### src/rtl/ysyx_23060025_axi_rd_arbiter.sv
// ysyx_23060025_axi_rd_arbiter: IFU/LSU AXI4-Lite read-channel arbiter.
// One read outstanding at a time; LSU wins when both request together.
module ysyx_23060025_axi_rd_arbiter #(
  parameter int ADDR_LEN = 32,
  parameter int DATA_LEN = 32
) (
  input  logic                clock,
  input  logic                rstn,

  input  logic [ADDR_LEN-1:0] ifu_ar_addr_i,
  input  logic                ifu_ar_valid_i,
  output logic                ifu_ar_ready_o,
  output logic [DATA_LEN-1:0] ifu_r_data_o,
  output logic [1:0]          ifu_r_resp_o,
  output logic                ifu_r_valid_o,
  input  logic                ifu_r_ready_i,

  input  logic [ADDR_LEN-1:0] lsu_ar_addr_i,
  input  logic [2:0]          lsu_ar_size_i,
  input  logic                lsu_ar_valid_i,
  output logic                lsu_ar_ready_o,
  output logic [DATA_LEN-1:0] lsu_r_data_o,
  output logic [1:0]          lsu_r_resp_o,
  output logic                lsu_r_valid_o,
  input  logic                lsu_r_ready_i,

  output logic [ADDR_LEN-1:0] out_ar_addr_o,
  output logic [2:0]          out_ar_size_o,
  output logic                out_ar_valid_o,
  input  logic                out_ar_ready_i,
  input  logic [DATA_LEN-1:0] out_r_data_i,
  input  logic [1:0]          out_r_resp_i,
  input  logic                out_r_valid_i,
  output logic                out_r_ready_o
);

  typedef enum logic [2:0] {
    IDLE   = 3'd0,
    IFU_AR = 3'd1,
    IFU_R  = 3'd2,
    LSU_AR = 3'd3,
    LSU_R  = 3'd4
  } state_t;

  localparam logic [2:0] IFU_SIZE = 3'b010;

  state_t state_q;
  state_t state_d;

  logic in_ifu_ar;
  logic in_ifu_r;
  logic in_lsu_ar;
  logic in_lsu_r;

  logic ifu_ar_hs;
  logic lsu_ar_hs;
  logic ifu_r_hs;
  logic lsu_r_hs;

  assign in_ifu_ar = (state_q == IFU_AR);
  assign in_ifu_r  = (state_q == IFU_R);
  assign in_lsu_ar = (state_q == LSU_AR);
  assign in_lsu_r  = (state_q == LSU_R);

  assign ifu_ar_hs = in_ifu_ar & ifu_ar_valid_i & out_ar_ready_i;
  assign lsu_ar_hs = in_lsu_ar & lsu_ar_valid_i & out_ar_ready_i;
  assign ifu_r_hs  = in_ifu_r & out_r_valid_i & ifu_r_ready_i;
  assign lsu_r_hs  = in_lsu_r & out_r_valid_i & lsu_r_ready_i;

  always_ff @(posedge clock or negedge rstn) begin
    if (!rstn) begin
      state_q <= IDLE;
    end else begin
      state_q <= state_d;
    end
  end

  // A waiting master simply keeps its valid high until IDLE comes back.
  always_comb begin
    state_d = state_q;
    unique case (state_q)
      IDLE: begin
        if (lsu_ar_valid_i) begin
          state_d = LSU_AR;
        end else if (ifu_ar_valid_i) begin
          state_d = IFU_AR;
        end
      end
      IFU_AR: if (ifu_ar_hs) state_d = IFU_R;
      IFU_R:  if (ifu_r_hs)  state_d = IDLE;
      LSU_AR: if (lsu_ar_hs) state_d = LSU_R;
      LSU_R:  if (lsu_r_hs)  state_d = IDLE;
      default: state_d = IDLE;
    endcase
  end

  always_comb begin
    ifu_ar_ready_o = 1'b0;
    ifu_r_data_o   = '0;
    ifu_r_resp_o   = 2'b00;
    ifu_r_valid_o  = 1'b0;
    lsu_ar_ready_o = 1'b0;
    lsu_r_data_o   = '0;
    lsu_r_resp_o   = 2'b00;
    lsu_r_valid_o  = 1'b0;
    out_ar_addr_o  = '0;
    out_ar_size_o  = 3'b000;
    out_ar_valid_o = 1'b0;
    out_r_ready_o  = 1'b0;
    unique case (1'b1)
      in_ifu_ar: begin
        out_ar_addr_o  = ifu_ar_addr_i;
        out_ar_size_o  = IFU_SIZE;
        out_ar_valid_o = ifu_ar_valid_i;
        ifu_ar_ready_o = out_ar_ready_i;
      end
      in_lsu_ar: begin
        out_ar_addr_o  = lsu_ar_addr_i;
        out_ar_size_o  = lsu_ar_size_i;
        out_ar_valid_o = lsu_ar_valid_i;
        lsu_ar_ready_o = out_ar_ready_i;
      end
      in_ifu_r: begin
        out_r_ready_o = ifu_r_ready_i;
        ifu_r_valid_o = out_r_valid_i;
        ifu_r_data_o  = out_r_data_i;
        ifu_r_resp_o  = out_r_resp_i;
      end
      in_lsu_r: begin
        out_r_ready_o = lsu_r_ready_i;
        lsu_r_valid_o = out_r_valid_i;
        lsu_r_data_o  = out_r_data_i;
        lsu_r_resp_o  = out_r_resp_i;
      end
      default: begin
      end
    endcase
  end

endmodule

### config.mk
export PLATFORM = sky130hd
export DESIGN_NAME = ysyx_23060025_axi_rd_arbiter
export DESIGN_NICKNAME = d
export VERILOG_FILES = /design/src/rtl/ysyx_23060025_axi_rd_arbiter.sv
export SDC_FILE = /design/constraint.sdc
export NUM_CORES = 1
export LEC_CHECK = 0
export ABC_CLOCK_PERIOD_IN_PS = 1300
export BUFFER_PORTS_ARGS = -buffer_cell sky130_fd_sc_hd__buf_2
export CAP_MARGIN = 20
export CORE_AREA = 5 5 82 84
export CTS_CLUSTER_SIZE = 14
export DETAILED_ROUTE_END_ITERATION = 8
export DIE_AREA = 0 0 87 89
export PLACE_DENSITY_LB_ADDON = 0.25
export SLEW_MARGIN = 20
export SYNTH_ARGS = -nofsm -noshare
export SYNTH_HDL_FRONTEND = slang
export SYNTH_SLANG_ARGS = --single-unit
### constraint.sdc
create_clock -name clock -period 1.3 [get_ports clock]
set_input_delay 0.13 -clock clock [delete_from_list [all_inputs] [get_ports clock]]
set_output_delay 0.13 -clock clock [all_outputs]
set_load 0.03 [all_outputs]
* Yosys cells after proc, flatten, opt, wreduce, memory -nomap -nowiden
Cells that the tools add are included.
** Operators by class
- Add/subtract/negate cells :: 0
- Multiplexer cells :: 19
- Order comparisons :: 0
- Bitwise logic cells :: 8
- Div/mod/pow operators :: 0
- Reduce and logical (&&, ||, !) cells :: 2
- Shifts and indexed selects :: 0
- Eq/ne operators :: 9
- Multipliers :: 0
** Operator list (count)
- $mux W32 :: 2
- $pmux W32 S2 :: 1
- $mux W3 :: 6
- $pmux W3 S5 :: 1
- $and A1 B1 Y1 :: 8
- $ne A2 B1 Y1 const B :: 4
- $eq A3 B2 Y1 const B :: 2
- $pmux W3 S2 :: 1
- $reduce_and A5 Y1 :: 1
- $mux W1 :: 4
- $mux W2 :: 2
- $pmux W1 S2 :: 2
- $eq A3 B1 Y1 const B :: 1
- $eq A3 B3 Y1 const B :: 1
- $logic_not A3 Y1 :: 1
- $ne A3 B3 Y1 const B :: 1
** Storage, ports and cells
- Bits in read-only memories :: 0
- Memories kept :: 0
- Input port bits :: 109
- Register bits :: 3
- Latch bits :: 0
- RAM bits :: 0
- Logic and storage cells :: 39
- Output and inout bits :: 109

* Depth between registers and ports, before layout
Gate-level depths: netlist of run 1.
- Depth in word-level cells :: 5
- Mapped depth :: 5
- Depth with buffers taken out :: 3

* Least setup slack after synthesis of run 1
OpenSTA, ideal clock, no wires.
- Path kind :: register to output
- Start point :: register state_q[1]
- End point :: output port lsu_r_data_o[10]
- Path buffers :: 2
- Setup slack :: -132 ps
- Required time :: 1170 ps
- Stages on the path, launching flop included :: 5
- Arrival time :: 1302 ps
- Cells stage by stage :: dfrtp_1 > buf_4 > nor3b_4 > buf_6 > and2_1
** On the way
- Cells in the longest elaborated chain, start to end :: 2
** Ends and longest elaborated chain
- start, declared :: line 47 : state_t state_q;
- start signal, assigned :: line 74 : state_q <= state_d;
- $eq A3 B3 Y1 :: line 63 : assign in_lsu_r = (state_q == LSU_R);
- $mux W32 :: line 110 : unique case (1'b1)
- end, declared :: line 22 : output logic [DATA_LEN-1:0] lsu_r_data_o,
No other way between the ends.

* Worst setup path in the final report of run 1
- Start point :: register state_q[2]
- End point :: output port ifu_r_data_o[0]
** On the way
- Cells in the longest elaborated chain, start to end :: 2
** Ends and longest elaborated chain
- $eq A3 B2 Y1 :: line 61 : assign in_ifu_r = (state_q == IFU_R);
- $mux W32 :: line 110
- end, declared :: line 13 : output logic [DATA_LEN-1:0] ifu_r_data_o,
No other way between the ends.

==> results of run 1 <==
report_power, final:
part	switching [mW]	internal, mW	leakage, nW
sequential	0.0767	0.139	0.0350
clock	0.0583	0.209	0.0228
combinational	3.82	4.13	1.96
layout make-up:
class                      instances  area (um2)
clock buffer                       4        45.0
fill                             454        2070
inverter                           1        3.75
multi-input combinational        126        1360
sequential                         3        77.6
tap                               75        93.8
timing repair buffer             247        2200
metrics by stage:
| step | instances | setup TNS, ns | setup WS (ns) |
|---|---|---|---|
| 2_1_floorplan | 145 | -2.45 | -0.0505 |
| 3_3_place_gp | 434 | -10.05 | -0.159 |
| 4_1_cts | 446 | -33.33 | -0.362 |
| 3_5_place_dp | 434 | -11.37 | -0.178 |
| 6_report | 456 | -34.02 | -0.363 |
| 5_1_grt | 456 | -42.84 | -0.465 |
critical path, stage by stage (launching register included):
cell and delay, ns:
dfrtp_1 0.40, buf_6 0.14, nor3b_4 0.20, buf_4 0.15, clkbuf_16 0.15, and2_1 0.15, buf_6 0.13
layout by cell type, fill, tap and decap left out, types with 4 or more instances in the layout:
| master | instances |
|---|---|
| a22o_1 | 4 |
| and2_4 | 61 |
| buf_2 | 108 |
| clkbuf_16 | 4 |
| nand2_1 | 4 |
| a22o_4 | 29 |
| buf_4 | 5 |
| buf_6 | 121 |
| buf_12 | 5 |
| and2_2 | 12 |
logic make-up after synthesis:
group           Yosys count  synth area share
flops                     3            0.0684
simple gates             86             0.513
buf+inv                  16             0.106
compound gates           40             0.312
worst paths after layout:
| path | start | to | slack (ns) | depth (start not counted) |
|---|---|---|---|---|
| min in group asynchronous | rstn | state_q[1] | 0.24 | 2 |
| max in group asynchronous | rstn | state_q[0] | 0.93 | 2 |
| worst min-delay path | ifu_r_ready_i | state_q[1] | 0.23 | 4 |
| worst min register to register | state_q[2] | state_q[0] | 0.62 | 2 |
| worst max register to register | state_q[0] | state_q[1] | -0.22 | 6 |
| worst max-delay path | state_q[2] | ifu_r_data_o[0] | -0.36 | 6 |
metal layers:
layer / track usage / up-vias / share of wire
li1: - / 983 / -
met1: 0.155 / 948 / 0.30
met5: 0 / - / 0
met2: 0.355 / 152 / 0.56
met3: 0.0627 / 20 / 0.12
met4: 0.0581 / 0 / 0.026
timing repair:
item / 4_1_cts / 5_1_grt
pin swaps: 11 / 46
cloned: 2 / 6
gates resized for setup: 194 / 103
endpoints found under the hold margin: 3 / 0
setup endpoints to repair: 112 / 112
hold buffers: 1 / 0
buffers inserted: 5 / 6
==> parameters.txt, run 1 <==
Parameter                              Value

Run
  # Max-Cap Violations ... 0

Timing
  Slew of the pin with the lowest slew margin ... around 0.29 ns
  Clock skew ... roughly 0.0019 ns
  Max Slew Vio Count ... 0
  Achievable clock frequency ... about 0.60 GHz
  Remaining max-slew budget at the tightest pin ... 0.808
  Post-route minimum period ... about 1.7 ns
  Setup repair after global routing missed its margin ... true
  Final hold violation count ... 0
  Final-report setup violation count ... around 110
  Part of the cycle the worst path needs ... 1.28
  Least setup slack across all paths after layout ... -0.363 ns
  Final Hold Slack ... 0.234 ns

Clock tree
  Worst skew pair latency ... ~0.21 ns
  CTS sink count ... 3
  Root buf cell ... clkbuf_8
  Register clock-pin slew on the reported worst setup and hold paths ... about 0.030 ns
  Number of H-tree branching levels ... 1
  CTS tree ... done
  TritonCTS buffer count ... 3
  Maximum count of clock buffers along a single path ... 2

Detailed routing
  Violation count after the first detailed-route iteration ... 49
  Post-detailed-route count of antenna-violating nets ... 0
  Number of vias per cell after detailed routing ... ~4.6
  Average detailed-routed wire length per instance ... approximately 19 um
  Total vias in the final route ... about 2100
  Detailed-route wire length ... about 8400 um
  Detailed-route DRC error count ... 0
  First-pass iteration count of the detailed router ... 4

Floorplanning
  DIE WIDTH ... around 87 um
  Number of top-level design ports ... about 220
  Die ar. ... 7740 um2
  Die outline height ... 89 um
  Starting Density ... 0.188
  Area of the core ... approximately 5900 um2
  Site Rows ... 28

Setup path
  Largest fanout of any net on the critical path ... 13
  Worst Path Arrival ... between 1.5 and 2 ns
  Crit Path Category ... reg -> out
  CP Capture Type ... output port
  Critical path launch point type ... flip-flop
  Critical path data required time ... ~1.2 ns

Power
  Max rail drop VDD ... 0.00168 V
  Total power of the final layout ... around 8.4 mW
  Power density over cell area ... about 2200 nW/um2
  Leak ... 2.01 nW

Layout
  Area growth, synth to finish ... 245%
  Max reg flops ... 3
  Diodes inserted ... 0
  Layout cell share with drive strength beyond 1 ... 0.953
  # nets final ... around 490
  Register with the highest flop count ... state_q
  Final Core Density ... 0.646
  Design Area, Final ... around 3800 um2
  Largest regs ... state_q: 3 flops

Synthesis
  Cell types occupying the most area after synthesis ... and2_1 (42%), a22o_1 (27%), dfrtp_1 (6.8%)
  Most used flip-flop cell after synthesis ... dfrtp_1
  Count of state elements after synthesis ... 3
  Number of warnings reported in the yosys synthesis log ... 0
  Cell type with the highest aggregate area in the netlist ... and2_1
  Share of the synthesized area in the top cell type ... 0.422
  Proportion of register bits with asynchronous set or reset after synthesis ... 1.00
  Syn Inst Count ... between 100 and 150
  Count of flip-flops with a built-in enable after synthesis ... 0
  Most repeated cell in the gate-level netlist after synthesis ... and2_1
  Commonest cells post-synth ... and2_1 (74), a22o_1 (34), buf_2 (6)
  Seq/Total Area, Yosys ... 0.0684
  Syn avg cell area ... approximately 7.6 um2
  Mapped Nets ... approximately 250
  Number of different library cells in the post-synthesis netlist ... 22
  Post-Syn Area ... 1100 um2

Placement
  Quantity of I/O buffers inserted on ports ... between 200 and 250
  Global placer's final weighted congestion ... around 0.8
  Hpwl dp ... around 5700 um
  Placed Instance Area ... 2620 um2

Min path
  Hold WC Path Type ... in -> reg

GRT
  Initial antenna violation count ... 0
  Congestion Overflow GR ... 0
  Number of global-route vias before repair ... around 2200
  Global-route total usage across every layer ... 0.173
  Maximum number of pins on one net before global-route repair ... 38
  Wire length of the first global-routing pass ... ~11000 um

Status
  Outcome ... finished, violations left
  Violated checks ... setup timing
Power figures use the tool's default switching activity.
==> run 2, diff against run 1 <==
--- a/config.mk
+++ b/config.mk
@@ -12,7 +12,7 @@
 export CTS_CLUSTER_SIZE = 14
 export DETAILED_ROUTE_END_ITERATION = 8
 export DIE_AREA = 0 0 87 89
-export PLACE_DENSITY_LB_ADDON = 0.25
+export PLACE_DENSITY = 0.78
 export SLEW_MARGIN = 20
 export SYNTH_ARGS = -nofsm -noshare
 export SYNTH_HDL_FRONTEND = slang
==> run 2 against run 1 <==
  * The flow still finishes with violations (setup timing)
  * Clock-buffer cell count stayed put
  * Final cell count is 2.0% lower
  * Setup slack better by 0.035 ns
  * Clock skew is 0.0018 ns higher
  * Routed wire length is 2.1% lower
  * Global-route usage is 0.44 points higher
  * Worst hold slack better by 0.012 ns
  * Utilization is 4.0 points lower
  * Sequential share of layout area is 0.17 points higher
  * Critical path type unchanged
  * Critical endpoint is now ifu_r_data_o[10]
  * Largest cell class unchanged
  * Largest power group unchanged
==> parameters.txt, run 2 (synthesis results as in run 1) <==
Parameter                              Value

Status
  Outcome ... finished, violations left
  Violated checks ... setup timing

Setup path
  Crit path buf inv count ... 3 (-1)
  Largest stage delay on the critical path ... 0.46 ns (+0.06 ns)
  Worst Path Arrival ... 1.50 ns (-0.03 ns)
  Crit Path Category ... reg -> out
  Cell at the slowest stage of the critical path ... dfrtp_2
  Cell family contributing the most delay on the critical path ... flip-flops
  Critical path launch point type ... flip-flop
  Critical path data required time ... 1.17 ns (about the same)
  Cells traversed along the worst timing path ... nor3b_4 > buf_6 > clkbuf_16 > and2_4 > buf_6
  CP Capture Type ... output port
  Largest fanout of any net on the critical path ... 6 (-7)
  Dominant cell type by count on the critical path ... buf_6

Detailed routing
  Post-detailed-route count of antenna-violating nets ... 0 (unchanged)
  First-pass iteration count of the detailed router ... 4 (unchanged)
  Average detailed-routed wire length per instance ... 18.5 um (-0.15%)
  Number of vias per cell after detailed routing ... 4.59 (-0.51%)
  Violation count after the first detailed-route iteration ... 25 (-49%)
  Detailed-route wire length ... 8260 um (-2.1%)
  Detailed-route DRC error count ... 0 (unchanged)
  Total vias in the final route ... 2051 (-2.5%)

Clock tree
  CTS sink count ... 3 (unchanged)
  Maximum count of clock buffers along a single path ... 2 (unchanged)
  CTS tree ... done
  Number of H-tree branching levels ... 1 (unchanged)
  TritonCTS buffer count ... 3 (unchanged)
  Register clock-pin slew on the reported worst setup and hold paths ... 0.03 ns (about the same)
  Root buf cell ... clkbuf_8
  Worst skew pair latency ... 0.21 ns (about the same)

GRT
  Initial antenna violation count ... 0 (unchanged)
  Wire length of the first global-routing pass ... 11000 um (+3.9%)
  Number of global-route vias before repair ... 2163 (-2.1%)
  Global-route total usage across every layer ... 0.178 (+0.00437)
  Maximum number of pins on one net before global-route repair ... 39 (+2.6%)
  Congestion Overflow GR ... 0 (unchanged)

Timing
  Clock skew ... 0.00366 ns (+0.00180 ns)
  Max Slew Vio Count ... 0 (unchanged)
  Slew of the pin with the lowest slew margin ... 0.259 ns (-0.0291 ns)
  Part of the cycle the worst path needs ... 1.25 (-0.0270)
  Post-route minimum period ... 1.63 ns (-0.0351 ns)
  Final hold violation count ... 0 (unchanged)
  Remaining max-slew budget at the tightest pin ... 0.827 (+0.0195)
  Final-report setup violation count ... 110 (-0.90%)
  Setup repair after global routing missed its margin ... true
  Least setup slack across all paths after layout ... -0.328 ns (+0.0351 ns)
  Achievable clock frequency ... 0.614 GHz (+2.2%)

Layout
  Most common cell after layout, fill and taps aside ... buf_6
  Commonest cells after routing, fill and taps aside ... buf_6 (115), buf_2 (108), and2_4 (61)
  Filler cell count ... 463 (+2.0%)
  Largest regs ... state_q: 3 flops
  Area growth, synth to finish ... 223%
  Register with the highest flop count ... state_q
  Max reg flops ... 3 (unchanged)
  # nets final ... 482 (-1.8%)
  Layout cell share with drive strength beyond 1 ... 0.949 (-0.00383)
  Diodes inserted ... 0 (unchanged)

Floorplanning
  Die outline height ... 89 um (unchanged)
  Number of top-level design ports ... 218 (unchanged)
  Site Rows ... 28 (unchanged)
  Area of the core ... 5850 um2 (unchanged)
  Starting Density ... 0.188 (unchanged)
  DIE WIDTH ... 87 um (unchanged)
  Die ar. ... 7740 um2 (unchanged)

Run
  # Max-Cap Violations ... 0 (unchanged)

Placement
  Quantity of I/O buffers inserted on ports ... 217 (unchanged)
  Worst slack, placed ... -0.206 ns (-0.0272 ns)
  Hpwl dp ... 5720 um (+0.79%)
  Global placer's final weighted congestion ... 0.760 (-7.8%)

Min path
  Hold WC Path Type ... in -> async

Power
  Total power of the final layout ... 7.46 mW (-12%)
  Max rail drop VDD ... 0.00168 V (-0.52%)
  Power density over cell area ... 2100 nW/um2 (-5.7%)
  Leak ... 1.89 nW (-6.2%)
run 2: cell types whose count changed in the layout (fill, tap and decap cells not counted), moves of 2 or more:
cell / before / now
buf_8: 1 / 3
buf_12: 5 / 3
a22o_4: 29 / 18
buf_6: 121 / 115
a22o_2: 1 / 12
run 2: cell type report:
type	count	area [um2]	share of cell area
tap	75	93.8	0.0265
inverter	1	3.75	0.00106
multi-input combinational	126	1260	0.356
timing repair buffer	238	2060	0.582
sequential	3	78.8	0.0222
clock buffer	4	45.0	0.0127
run 2: power by group:
| part | internal (mW) | switching, mW |
|---|---|---|
| Sequential | 0.140 | 0.0847 |
| Combinational | 3.45 | 3.53 |
| Clock | 0.209 | 0.0580 |
run 2: final timing paths:
check | endpoint | start | slack [ns] | cells after the start
max | ifu_r_data_o[10] | state_q[0] | -0.33 | 5
min | state_q[1] | rstn | 0.25 | 2
max reg2reg | state_q[1] | state_q[0] | -0.04 | 4
min reg2reg | state_q[0] | state_q[2] | 0.62 | 2
max in group asynchronous | state_q[0] | rstn | 0.93 | 2
min in group clock | state_q[2] | lsu_r_ready_i | 0.26 | 3
run 2: per-stage QoR:
step | hold WS, ns | TNS [ns] | cells | area (um2) | utilization
floorplan | -0.166 | -2.45 | 145 | 1420 | -
global placement | -0.0721 | -9.73 | 430 | 2580 | 0.441
detailed placement | -0.0694 | -13.11 | 430 | 2580 | 0.441
CTS | 0.238 | -31.00 | 446 | 3490 | 0.596
global route | 0.270 | -35.35 | 447 | 3550 | 0.606
finish | 0.246 | -31.14 | 447 | 3550 | 0.606
run 2: layer usage:
layer | global-route usage | share of wire | up-vias
met2 | 0.362 | 0.55 | 140
met3 | 0.0608 | 0.13 | 6
li1 | - | - | 962
met5 | 0 | 0 | -
met4 | 0.0297 | 0.0081 | 0
met1 | 0.174 | 0.31 | 943
run 2: repair_timing:
action                                 4_1_cts  5_1_grt
setup buffers                                7        1
pin swaps                                   11       19
endpoints found under the hold margin        3        0
setup endpoints to repair                  111      112
gates cloned                                 4        5
hold buffers                                 1        0
gates resized for setup                    225       39
==> run 3, diff against run 2 <==
--- a/config.mk
+++ b/config.mk
@@ -9,6 +9,7 @@
 export BUFFER_PORTS_ARGS = -buffer_cell sky130_fd_sc_hd__buf_2
 export CAP_MARGIN = 20
 export CORE_AREA = 5 5 82 84
+export CTS_BUF_LIST = sky130_fd_sc_hd__clkbuf_4
 export CTS_CLUSTER_SIZE = 14
 export DETAILED_ROUTE_END_ITERATION = 8
 export DIE_AREA = 0 0 87 89
==> run 3 against run 2 <==
  * The run still ends with setup timing left
  * Worst hold slack worse by 0.024 ns
  * Sequential share of layout area is 0.052 points higher
  * Via count is 1.0% lower
  * Register-to-register slack hardly changed
  * Design area is 2.3% lower
  * Power is 5.1% lower
  * Combinational power is 4.3% lower
  * Critical endpoint is now out_ar_addr_o[17]
  * Final cell count is 0.45% lower
  * Utilization is 1.4 points lower
  * Sequential power hardly changed
  * First-iteration DRC count is 12% higher
  * Fmax is 1.1% lower
==> parameters.txt, run 3 (synthesis results as in run 1) <==
Parameter                              Value

Status
  Outcome ... finished, violations left
  Violated checks ... setup timing

Setup path
  Cell family contributing the most delay on the critical path ... flip-flops
  Largest stage delay on the critical path ... 0.46 ns (about the same)
  Critical R2R Launch ... state_q[0]
  Reg2reg path depth ... 4 (unchanged)
  Cells traversed along the worst timing path ... and3b_2 > buf_12 > a22o_2 > buf_6
  Startpoint of the worst setup timing path ... state_q[0]
  Crit Path Category ... reg -> out
  Largest fanout of any net on the critical path ... 38 (+32)
  Critical path launch point type ... flip-flop
  Worst-case register-to-register setup slack ... -0.04 ns (about the same)
  CP Capture Type ... output port
  Crit path buf inv count ... 2 (-1)
  Critical path data required time ... 1.17 ns (about the same)
  Worst Path Arrival ... 1.52 ns (+0.02 ns)
  Cell depth of the worst setup path ... 4 (-1)
  Cell at the slowest stage of the critical path ... dfrtp_2

Clock tree
  Register clock-pin slew on the reported worst setup and hold paths ... 0.04 ns (about the same)
  Number of H-tree branching levels ... 1 (unchanged)
  TritonCTS buffer count ... 3 (unchanged)
  CTS tree ... done
  Root buf cell ... clkbuf_4
  CTS sink count ... 3 (unchanged)
  Maximum count of clock buffers along a single path ... 2 (unchanged)
  Worst skew pair latency ... 0.23 ns (+0.02 ns)

Power
  Portion of total power attributed to the clock network ... 0.026 (-0.010)
  NetSw ... 3.58 mW (-2.4%)
  Net Sw Frac ... 0.506 (+0.0139)
  Relative contribution of sequential cells to total power ... 0.032 (+0.002)
  Leak ... 1.85 nW (-2.0%)
  Combinational share of power ... 0.942 (+0.008)
  Cell internal power dissipation ... 3.50 mW (-7.7%)
  Max rail drop VDD ... 0.00168 V (+0.13%)
  Power density over cell area ... 2040 nW/um2 (-2.9%)

Placement
  Quantity of I/O buffers inserted on ports ... 217 (unchanged)
  Worst slack, placed ... -0.206 ns (unchanged)
  Global placer's final weighted congestion ... 0.760 (unchanged)
  Hpwl dp ... 5720 um (unchanged)

Timing
  Post-route minimum period ... 1.65 ns (+0.0179 ns)
  Remaining max-slew budget at the tightest pin ... 0.829 (+0.00211)
  Least setup slack across all paths after layout ... -0.346 ns (-0.0179 ns)
  Part of the cycle the worst path needs ... 1.27 (+0.0138)
  Final-report setup violation count ... 110 (unchanged)
  Clock skew ... 0.00124 ns (-0.00242 ns)
  Slew of the pin with the lowest slew margin ... 0.255 ns (-0.00316 ns)
  Final hold violation count ... 0 (unchanged)
  Aggregate negative setup slack ... -33.65 ns (-2.51 ns)
  Setup repair after global routing missed its margin ... true
  Achievable clock frequency ... 0.608 GHz (-1.1%)
  Max Slew Vio Count ... 0 (unchanged)

Layout
  Max reg flops ... 3 (unchanged)
  # nets final ... 480 (-0.41%)
  Most common cell after layout, fill and taps aside ... buf_6
  Area growth, synth to finish ... 216%
  Layout cell share with drive strength beyond 1 ... 0.946 (-0.00298)
  Register with the highest flop count ... state_q
  Commonest cells after routing, fill and taps aside ... buf_6 (116), buf_2 (108), and2_4 (51)
  Diodes inserted ... 0 (unchanged)
  Largest regs ... state_q: 3 flops

Floorplanning
  Number of top-level design ports ... 218 (unchanged)
  Area of the core ... 5850 um2 (unchanged)
  Die ar. ... 7740 um2 (unchanged)
  Site Rows ... 28 (unchanged)
  Die outline height ... 89 um (unchanged)
  DIE WIDTH ... 87 um (unchanged)
  Starting Density ... 0.188 (unchanged)

Detailed routing
  Detailed-route DRC error count ... 0 (unchanged)
  First-pass iteration count of the detailed router ... 4 (unchanged)
  Detailed-route wire length ... 8130 um (-1.6%)
  Violation count after the first detailed-route iteration ... 28 (+12%)
  Average detailed-routed wire length per instance ... 18.3 um (-1.2%)
  Total vias in the final route ... 2030 (-1.0%)
  Post-detailed-route count of antenna-violating nets ... 0 (unchanged)
  Number of vias per cell after detailed routing ... 4.56 (-0.58%)

GRT
  Wire length of the first global-routing pass ... 10500 um (-5.2%)
  Initial antenna violation count ... 0 (unchanged)
  Congestion Overflow GR ... 0 (unchanged)
  Number of global-route vias before repair ... 2138 (-1.2%)
  Global-route total usage across every layer ... 0.168 (-0.00976)
  Maximum number of pins on one net before global-route repair ... 39 (unchanged)

Min path
  Hold WC Path Type ... in -> async

Run
  # Max-Cap Violations ... 0 (unchanged)
run 3: changes by cell type in the layout (fill, tap and decap cells not counted):
cell and delta:
a22o_2 +1, a22o_4 -1, and2_1 +2, and2_2 +8, and2_4 -10, buf_6 +1, buf_8 -2, clkbuf_1 -1
clkbuf_16 -1, clkbuf_4 +4, clkbuf_8 -3
run 3: cell type report:
type | instances | area [um2]
Multi-Input combinational cell | 126 | 1240
Fill cell | 484 | 2380
Clock buffer | 4 | 30.0
Sequential cell | 3 | 78.8
Inverter | 1 | 3.75
Tap cell | 75 | 93.8
Timing Repair Buffer | 236 | 2020
run 3: worst paths after layout:
path,end
setup / recovery,out_ar_addr_o[17]
hold / removal,state_q[1]
setup reg to reg,state_q[1]
hold reg to reg,state_q[0]
max in group asynchronous,state_q[0]
min in group clock,state_q[2]
run 3: repair_timing:
| action | 4_1_cts | 5_1_grt |
|---|---|---|
| cloned | 4 | 3 |
| hold buffers | 1 | 0 |
| hold endpoints to repair | 3 | 0 |
| resized for setup | 192 | 67 |
| setup buffers | 7 | 1 |
| pin swaps | 10 | 4 |
| endpoints found under the setup margin | 111 | 112 |
run 3: power groups by stage:
stage	Clock, mW	Combinational [mW]	Sequential [mW]
floorplan	0	3.98	0.150
global placement	0	5.09	0.204
detailed placement	0	5.16	0.210
CTS	0.191	6.87	0.222
global route	0.193	6.97	0.229
finish	0.187	6.67	0.223
run 3: per-layer routing:
layer	GRT usage	vias to the layer above	wire, um
met5	0	-	0
met4	0.0283	0	61
met3	0.0636	6	962
met2	0.339	134	4520
met1	0.163	933	2580
li1	-	957	-
run 3: through the flow:
| stage | cells | hold slack [ns] | utilization | power, mW | instance area (um2) |
|---|---|---|---|---|---|
| after floorplan | 145 | -0.166 | - | 4.13 | 1420 |
| after global placement | 430 | -0.0721 | 0.441 | 5.29 | 2580 |
| after detailed placement | 430 | -0.0694 | 0.441 | 5.37 | 2580 |
| after CTS | 446 | 0.205 | 0.574 | 7.28 | 3360 |
| after global routing | 445 | 0.237 | 0.592 | 7.39 | 3470 |
| final | 445 | 0.221 | 0.592 | 7.08 | 3470 |
